### config.mk
export PLATFORM = sky130hd
export DESIGN_NAME = knap_search
export DESIGN_NICKNAME = d
export VERILOG_FILES = /design/src/rtl/knap_search.sv
export SDC_FILE = /design/constraint.sdc
export NUM_CORES = 1
export LEC_CHECK = 0
export ABC_AREA = 1
export ABC_CLOCK_PERIOD_IN_PS = 1800
export CORE_MARGIN = 5
export CORE_UTILIZATION = 46
export DETAILED_ROUTE_END_ITERATION = 10
export GPL_TIMING_DRIVEN = 0
export HOLD_SLACK_MARGIN = 0.15
export PLACE_DENSITY_LB_ADDON = 0.12
export SYNTH_ARGS = -nofsm -noshare
export SYNTH_HDL_FRONTEND = slang
export SYNTH_SLANG_ARGS = --single-unit
export TNS_END_PERCENT = 10
### constraint.sdc
create_clock -name clk -period 1.8 [get_ports clk]
set_input_delay 0.36 -clock clk [delete_from_list [all_inputs] [get_ports clk]]
set_output_delay 0.36 -clock clk [all_outputs]
set_load 0.01 [all_outputs]
### src/rtl/knap_search.sv
// Exhaustive subset enumerator: walks sel from 0 to all-ones, one candidate per cycle,
// tallying checker hits. Optional macro KNAP_FIRST_HIT_EN stops the scan on the first hit.
module knap_search #(
  parameter int N_ITEMS = 17,
  parameter int CNT_W   = N_ITEMS + 1
) (
  input  logic               clk,
  input  logic               rst_n,
  input  logic               start,
  input  logic               abort,
  output logic [N_ITEMS-1:0] sel,
  input  logic               valid_in,
  output logic               busy,
  output logic               done,
  output logic               aborted,
  output logic [CNT_W-1:0]   hit_count,
  output logic               first_found,
  output logic [N_ITEMS-1:0] first_sel,
  output logic [N_ITEMS-1:0] last_sel
);

  typedef enum logic [1:0] {IDLE, SCAN, FIN} state_e;

  state_e             state_q, state_d;
  logic [N_ITEMS-1:0] sel_q, sel_d;
  logic [CNT_W-1:0]   cnt_q, cnt_d;
  logic               found_q, found_d;
  logic [N_ITEMS-1:0] first_q, first_d;
  logic [N_ITEMS-1:0] last_q, last_d;
  logic               aborted_q, aborted_d;
  logic               stop_hit;

  always_ff @(posedge clk or negedge rst_n) begin
    if (!rst_n) begin
      state_q   <= IDLE;
      sel_q     <= '0;
      cnt_q     <= '0;
      found_q   <= 1'b0;
      first_q   <= '0;
      last_q    <= '0;
      aborted_q <= 1'b0;
    end else begin
      state_q   <= state_d;
      sel_q     <= sel_d;
      cnt_q     <= cnt_d;
      found_q   <= found_d;
      first_q   <= first_d;
      last_q    <= last_d;
      aborted_q <= aborted_d;
    end
  end

  always_comb begin
    state_d   = state_q;
    sel_d     = sel_q;
    cnt_d     = cnt_q;
    found_d   = found_q;
    first_d   = first_q;
    last_d    = last_q;
    aborted_d = aborted_q;
`ifdef KNAP_FIRST_HIT_EN
    stop_hit  = valid_in && !found_q;
`else
    stop_hit  = 1'b0;
`endif
    case (state_q)
      IDLE: begin
        if (start) begin
          state_d   = SCAN;
          sel_d     = '0;
          cnt_d     = '0;
          found_d   = 1'b0;
          first_d   = '0;
          last_d    = '0;
          aborted_d = 1'b0;
        end
      end
      SCAN: begin
        if (valid_in) begin
          cnt_d  = cnt_q + CNT_W'(1);
          last_d = sel_q;
          if (!found_q) begin
            first_d = sel_q;
            found_d = 1'b1;
          end
        end
        // The candidate under evaluation is always counted; sel then freezes on exit.
        if (abort) begin
          state_d   = FIN;
          aborted_d = 1'b1;
        end else if ((&sel_q) || stop_hit) begin
          state_d = FIN;
        end else begin
          sel_d = sel_q + N_ITEMS'(1);
        end
      end
      FIN:     state_d = IDLE;
      default: state_d = IDLE;
    endcase
  end

  assign sel         = sel_q;
  assign busy        = (state_q == SCAN);
  assign done        = (state_q == FIN);
  assign aborted     = aborted_q;
  assign hit_count   = cnt_q;
  assign first_found = found_q;
  assign first_sel   = first_q;
  assign last_sel    = last_q;

endmodule

# ---- Word level (Yosys, flattened, before mapping)
# Index checks and enable logic that the tools add are counted.
dict set report op_classes {
  add_sub_neg 2
  n_eq_ne 9
  mux 21
  reduce_logical 8
}
# cell count
set ops {}
lappend ops {{two-way mux 17 bit} 6}
lappend ops {{one-hot mux 17 bit (2 select lines)} 3}
lappend ops {{two-way mux 18 bit} 2}
lappend ops {{one-hot mux 18 bit (2 select lines)} 1}
lappend ops {{adder 18 x 1 -> 18 bit (second input constant)} 1}
lappend ops {{adder 17 x 1 -> 17 bit (second input constant)} 1}
lappend ops {{AND reduction 17 bit} 1}
lappend ops {{inequality test 2 bit (second input constant)} 6}
lappend ops {{AND reduction 4 bit} 2}
lappend ops {{two-way mux 2 bit} 3}
lappend ops {{AND reduction 3 bit} 2}
lappend ops {{one-hot mux 1 bit (2 select lines)} 2}
lappend ops {{one-hot mux 2 bit (2 select lines)} 1}
lappend ops {{two-way mux 1 bit} 3}
lappend ops {{inequality test 3 x 2 -> 1 bit (second input constant)} 1}
lappend ops {{== test 2 x 1 -> 1 bit (second input constant)} 1}
lappend ops {{== test 2 bit (second input constant)} 1}
lappend ops {{zero test 2 bit} 1}
lappend ops {{AND reduction 2 bit} 1}
lappend ops {{nonzero test 2 bit} 1}
dict set report word_totals {
  ff_bits 73
  out_inout_bits 73
  wordCells 47
}

# ---- Longest topological paths before layout
dict set report depth {
  word_depth 4
  ltp_mapped 12
}

# ---- Worst setup path before layout
# OpenSTA, ideal clock, no wires.
dict set report synth_timing {
  path_type {reg2reg}
  from {register sel_q[0] (netlist: sel[0])}
  to {register sel_q[2] (netlist: sel[2])}
  setup_time_ns 0.119
  arrival_ns 1.869
  slack_ns -0.188
  stages_incl_launch_ff 13
  n_path_buf 1
  synth_period_minus_slack_ns 1.988
  cell_sequence {dfrtp_1 > ha_1 > nand3_1 > nor2_1 > nand2_1 > nor4_1 > ha_1 > a21oi_1 > nand3_2 > inv_2 > buf_6 > a21oi_1 > nor2_1}
}
dict set report synth_between {
  elab_chain_len 4
  elab_cells_between_ends 7
  classes_between {add/sub: 1; eq/ne: 1; mux: 3; reduce/logical: 2}
}
# item line
set synth_rtl {}
lappend synth_rtl {{start: declaration} 25} ;# logic [N_ITEMS-1:0] sel_q, sel_d;
lappend synth_rtl {{start signal: assignment} 44} ;# sel_q <= sel_d;
lappend synth_rtl {{adder 17 x 1 -> 17 bit} 94} ;# sel_d = sel_q + N_ITEMS'(1);
lappend synth_rtl {{two-way mux 17 bit} 91} ;# end else if ((&sel_q) || stop_hit) begin
lappend synth_rtl {{two-way mux 17 bit} 88} ;# if (abort) begin
lappend synth_rtl {{one-hot mux 17 bit (2 select lines)} 66} ;# case (state_q)
# Several ways; a longest one is shown, not always the timed one. The select of a mux whose other input is x is not followed.
# A chain may end at the register's enable or synchronous reset.

# ---- Worst setup path after layout
dict set report layout_timing {
  from {register sel_q[0] (netlist: sel[0])}
  to {register sel_q[13] (netlist: sel[13])}
}
# Same word-level chain as after synthesis.

==> summary.md <==
| Metric | Value |
|---|---|
| First-pass GRT wire length | `15.7 mm` |
| Reg2Reg Depth | `12` |
| Die height | `98.4 um` |
| Final Slew Violations | `0` |
| Violated checks | `negative setup slack` |
| Period utilization | `105%` |
| Clock Skews | `0.00857 ns` |
| Clk pwr share | `24.2%` |
| Root Driver | `clkbuf_8` |
| Die width | `98.4 um` |
| Row count | `32` |
| Crit path buffers/inverters | `0` |
| Routed vias | `approximately 3,200` |
| Worst R2R Start | `sel[0]$_DFFE_PN0P_` |
| Hold Fails Final Rpt | `0` |
| Crit end category | `flip-flop` |
| Sequential share of power | `37.6%` |
| Worst hold-check path type | `in -> async` |
| Status | `finished, violations left` |
| Initial antenna violation count | `0` |
| Final min period | `1.90 ns` |
| Distinct cells, synth | `31` |
| Setup violators final | `18` |
| R2R Setup Slk | `-0.1 ns` |
| Vias in the first global route | `roughly 3,000` |
| RSZ-0062 raised after global routing | `true` |
| Seq/Total Area, Yosys | `about half` |
| Total power | `5.26 mW` |
| I/O pin total | `78` |
| Largest vdd supply drop | `around 0.52 mV` |
| Worst-Margin Slew | `0.401 ns` |
| CP delay by family, top | `simple AND/OR/NAND/NOR gates` |
| FMAX | `527 MHz` |
| Startpoint Class | `flip-flop` |
| Max cap viols | `0` |
| 1st-pass router iterations | `4` |
| CP required | `a little over 2 ns` |
| Pre-CTS setup slack | `-0.425 ns` |
| Min Hold Slack | `0.485 ns` |
| Worst-path fanout max | `6` |
| Layout Utilization | `~64%` |
| Pint | `between 3 and 4 mW` |
| Worst path slowest cell | `dfrtp_2` |
| Reg clk slew, reported paths | `~0.080 ns` |
| Clk_lat worst skew | `0.34 ns` |
| Synth Area per Inst | `8.15 um^2` |
| P_sw | `1.97 mW` |
| Syn nets | `449` |
| Sink Count | `73` |
| Routed WL | `9.40 mm` |
| Sw frac | `37.4%` |
| Htree depth | `3` |
| Crit path kind | `reg -> reg` |
| Post-Synthesis Cell Area | `3590 um^2` |
| Slew margin rel. | `73.3%` |
| Comb pwr share | `38.2%` |
| 1st-iter DRT viols | `138` |
| Dpl hpwl | `around 6.7 mm` |
| Worst path cell trace | `ha_4 > nand3_4 > nor2_4 > nand2_2 > nor4_4 > ha_2 > a21oi_4 > nand3_4 > nor2_4 > nand3_1 > nand2_1 > nor2_1` |
| Final WS setup | `-0.0985 ns` |
| Antenna diodes | `0` |
| Placer Congestion | `0.832` |
| TritonCTS clock tree | `yes` |
| Total CTS buffers | `9` |
| CP startpoint | `sel[0]$_DFFE_PN0P_` |
| Layout cell share with drive strength beyond 1 | `16.0%` |
| GRT overflow | `0` |
| Largest net degree at the start of global routing | `45` |
| Max clock buf depth | `2` |
| Layout area overhead | `37.1%` |
| GRT Util Overall | `20.2%` |
| Drt wl/cell | `about 15 um` |
| # DRC | `0` |
| Worst reg2reg endpoint | `sel[13]$_DFFE_PN0P_` |
| Starting Density | `between 40% and 50%` |
| PortBufs | `77` |
| Setup TNS Final | `-1.12 ns` |
| DRT antenna net count | `0` |
| Synth Instances | `441` |
| Core footprint | `7690 um^2` |
| Power per Cell Area | `1070 nW/um^2` |
| Die ar. | `just under 10,000 um^2` |
| CP arrival | `2.13 ns` |
| Synthesized flop and latch total | `73` |
| Worst path max stage delay | `0.44 ns` |
| Via-per-instance ratio | `5.02` |
| Pleak | `around 2.2 nW` |
| Nets | `548` |
| Synth warn | `0` |
sequential cells by signal, summed over array words and instances (netlist names):
| name | cells |
|---|---|
| first_found | 1 |
| hit_count | 18 |
| first_sel | 17 |
| last_sel | 17 |
| sel | 17 |
| state_q | 2 |
| aborted | 1 |
layer usage:
| metal | GRT usage [%] | vias up | wire length [um] |
|---|---|---|---|
| met4 | 4.31 | 0 | 40 |
| met1 | 29.4 | 1536 | 4430 |
| li1 | - | 1619 | - |
| met3 | 5.86 | 2 | 567 |
| met2 | 30.1 | 91 | 4370 |
| met5 | 0 | - | 0 |
through the flow:
stage / instance area, um^2 / cells
6_report: 4930 / 647
5_1_grt: 4930 / 647
4_1_cts: 4880 / 646
3_5_place_dp: 4520 / 621
3_3_place_gp: 4500 / 620
2_1_floorplan: 3600 / 441
power by group through the flow:
stage	registers (mW)	logic (mW)	clock network (mW)
2_1_floorplan	2.03	1.03	0
3_3_place_gp	1.99	1.75	0
3_5_place_dp	1.99	1.77	0
4_1_cts	1.96	2.00	1.30
5_1_grt	2.00	2.17	1.39
6_report	1.98	2.01	1.27
cell usage in the layout, fill, tap and decap left out, types with 3 or more instances in the layout:
master | synthesis | layout
clkdlybuf4s50_1 | 0 | 72
nor2_1 | 51 | 47
nor2_4 | 0 | 3
dfrtp_2 | 0 | 9
buf_2 | 3 | 3
dfrtp_1 | 73 | 64
inv_4 | 1 | 3
inv_2 | 3 | 3
o21ai_1 | 18 | 26
buf_4 | 4 | 10
inv_1 | 53 | 51
a21oi_1 | 8 | 6
o21ai_2 | 5 | 6
nand2_1 | 114 | 113
o21ai_0 | 35 | 26
nor2_2 | 4 | 5
clkbuf_8 | 0 | 10
nand3_1 | 29 | 27
nand4_1 | 13 | 13
buf_6 | 7 | 11
cells by family (layout without fill, tap and decap cells):
family                     count (synthesis)  count (layout)  share of synthesized area, %
xor gates and xnor gates                   2               2                         0.487
adders and majority gates                  3               3                          1.04
DFF                                       73              73                          50.8
AOI/OAI and AO/OA                         70              70                          10.8
buffers and inverters                     71             175                          9.47
and+or+nand+nor                          222             222                          27.4
cell usage after synthesis:
cell type  count  area (um^2)
nand2_1      114          428
dfrtp_1       73         1830
inv_1         53          199
nor2_1        51          191
o21ai_0       35          175
nand3_1       29          145
o21ai_1       18         90.1
nand4_1       13         81.3
a21oi_1        8         40.0
buf_6          7         78.8
o21ai_2        5         43.8
buf_4          4         30.0
nor2_2         4         25.0
buf_2          3         15.0
ha_1           3         37.5
inv_2          3         11.3
nand2_4        2         22.5
nand3_2        2         20.0
nor3_1         2         10.0
a21oi_2        1         8.76
a21oi_4        1         16.3
a22oi_1        1         7.51
a31oi_1        1         6.26
inv_4          1         6.26
nand2_2        1         6.26
nand4_4        1         21.3
nor2_8         1         20.0
nor3b_1        1         7.51
nor4_1         1         6.26
xnor2_1        1         8.76
xor2_1         1         8.76
worst max-delay path by stage:
stage                          endpoint  slack, ns  cells past startpoint
floorplan            sel[2]$_DFFE_PN0P_      -0.14                     12
global placement     sel[0]$_DFFE_PN0P_      -2.44                      1
detailed placement   sel[2]$_DFFE_PN0P_      -0.43                     12
CTS                  sel[2]$_DFFE_PN0P_      -0.18                     12
global route         sel[2]$_DFFE_PN0P_      -0.19                     12
finish              sel[13]$_DFFE_PN0P_       -0.1                     12
final cells by class:
cell class,instances,area [um^2]
fillers,667,2760
inverters,57,221
flip-flops and latches,73,1840
clock inverters,5,55.1
plain buffers,14,134
well taps,102,128
multi-input cells,297,1530
clock buffers,11,141
repair buffers,88,883
timing repair:
item | 4_1_cts | 5_1_grt
hold endpoints to repair | 29 | 0
setup buffers | 6 | 1
hold buffers | 1 | 0
gates resized for setup | 37 | 15
setup endpoints to repair | 21 | 28
cloned | 2 | 0
pin swaps | 10 | 9
(Power assumes the default switching activity.)
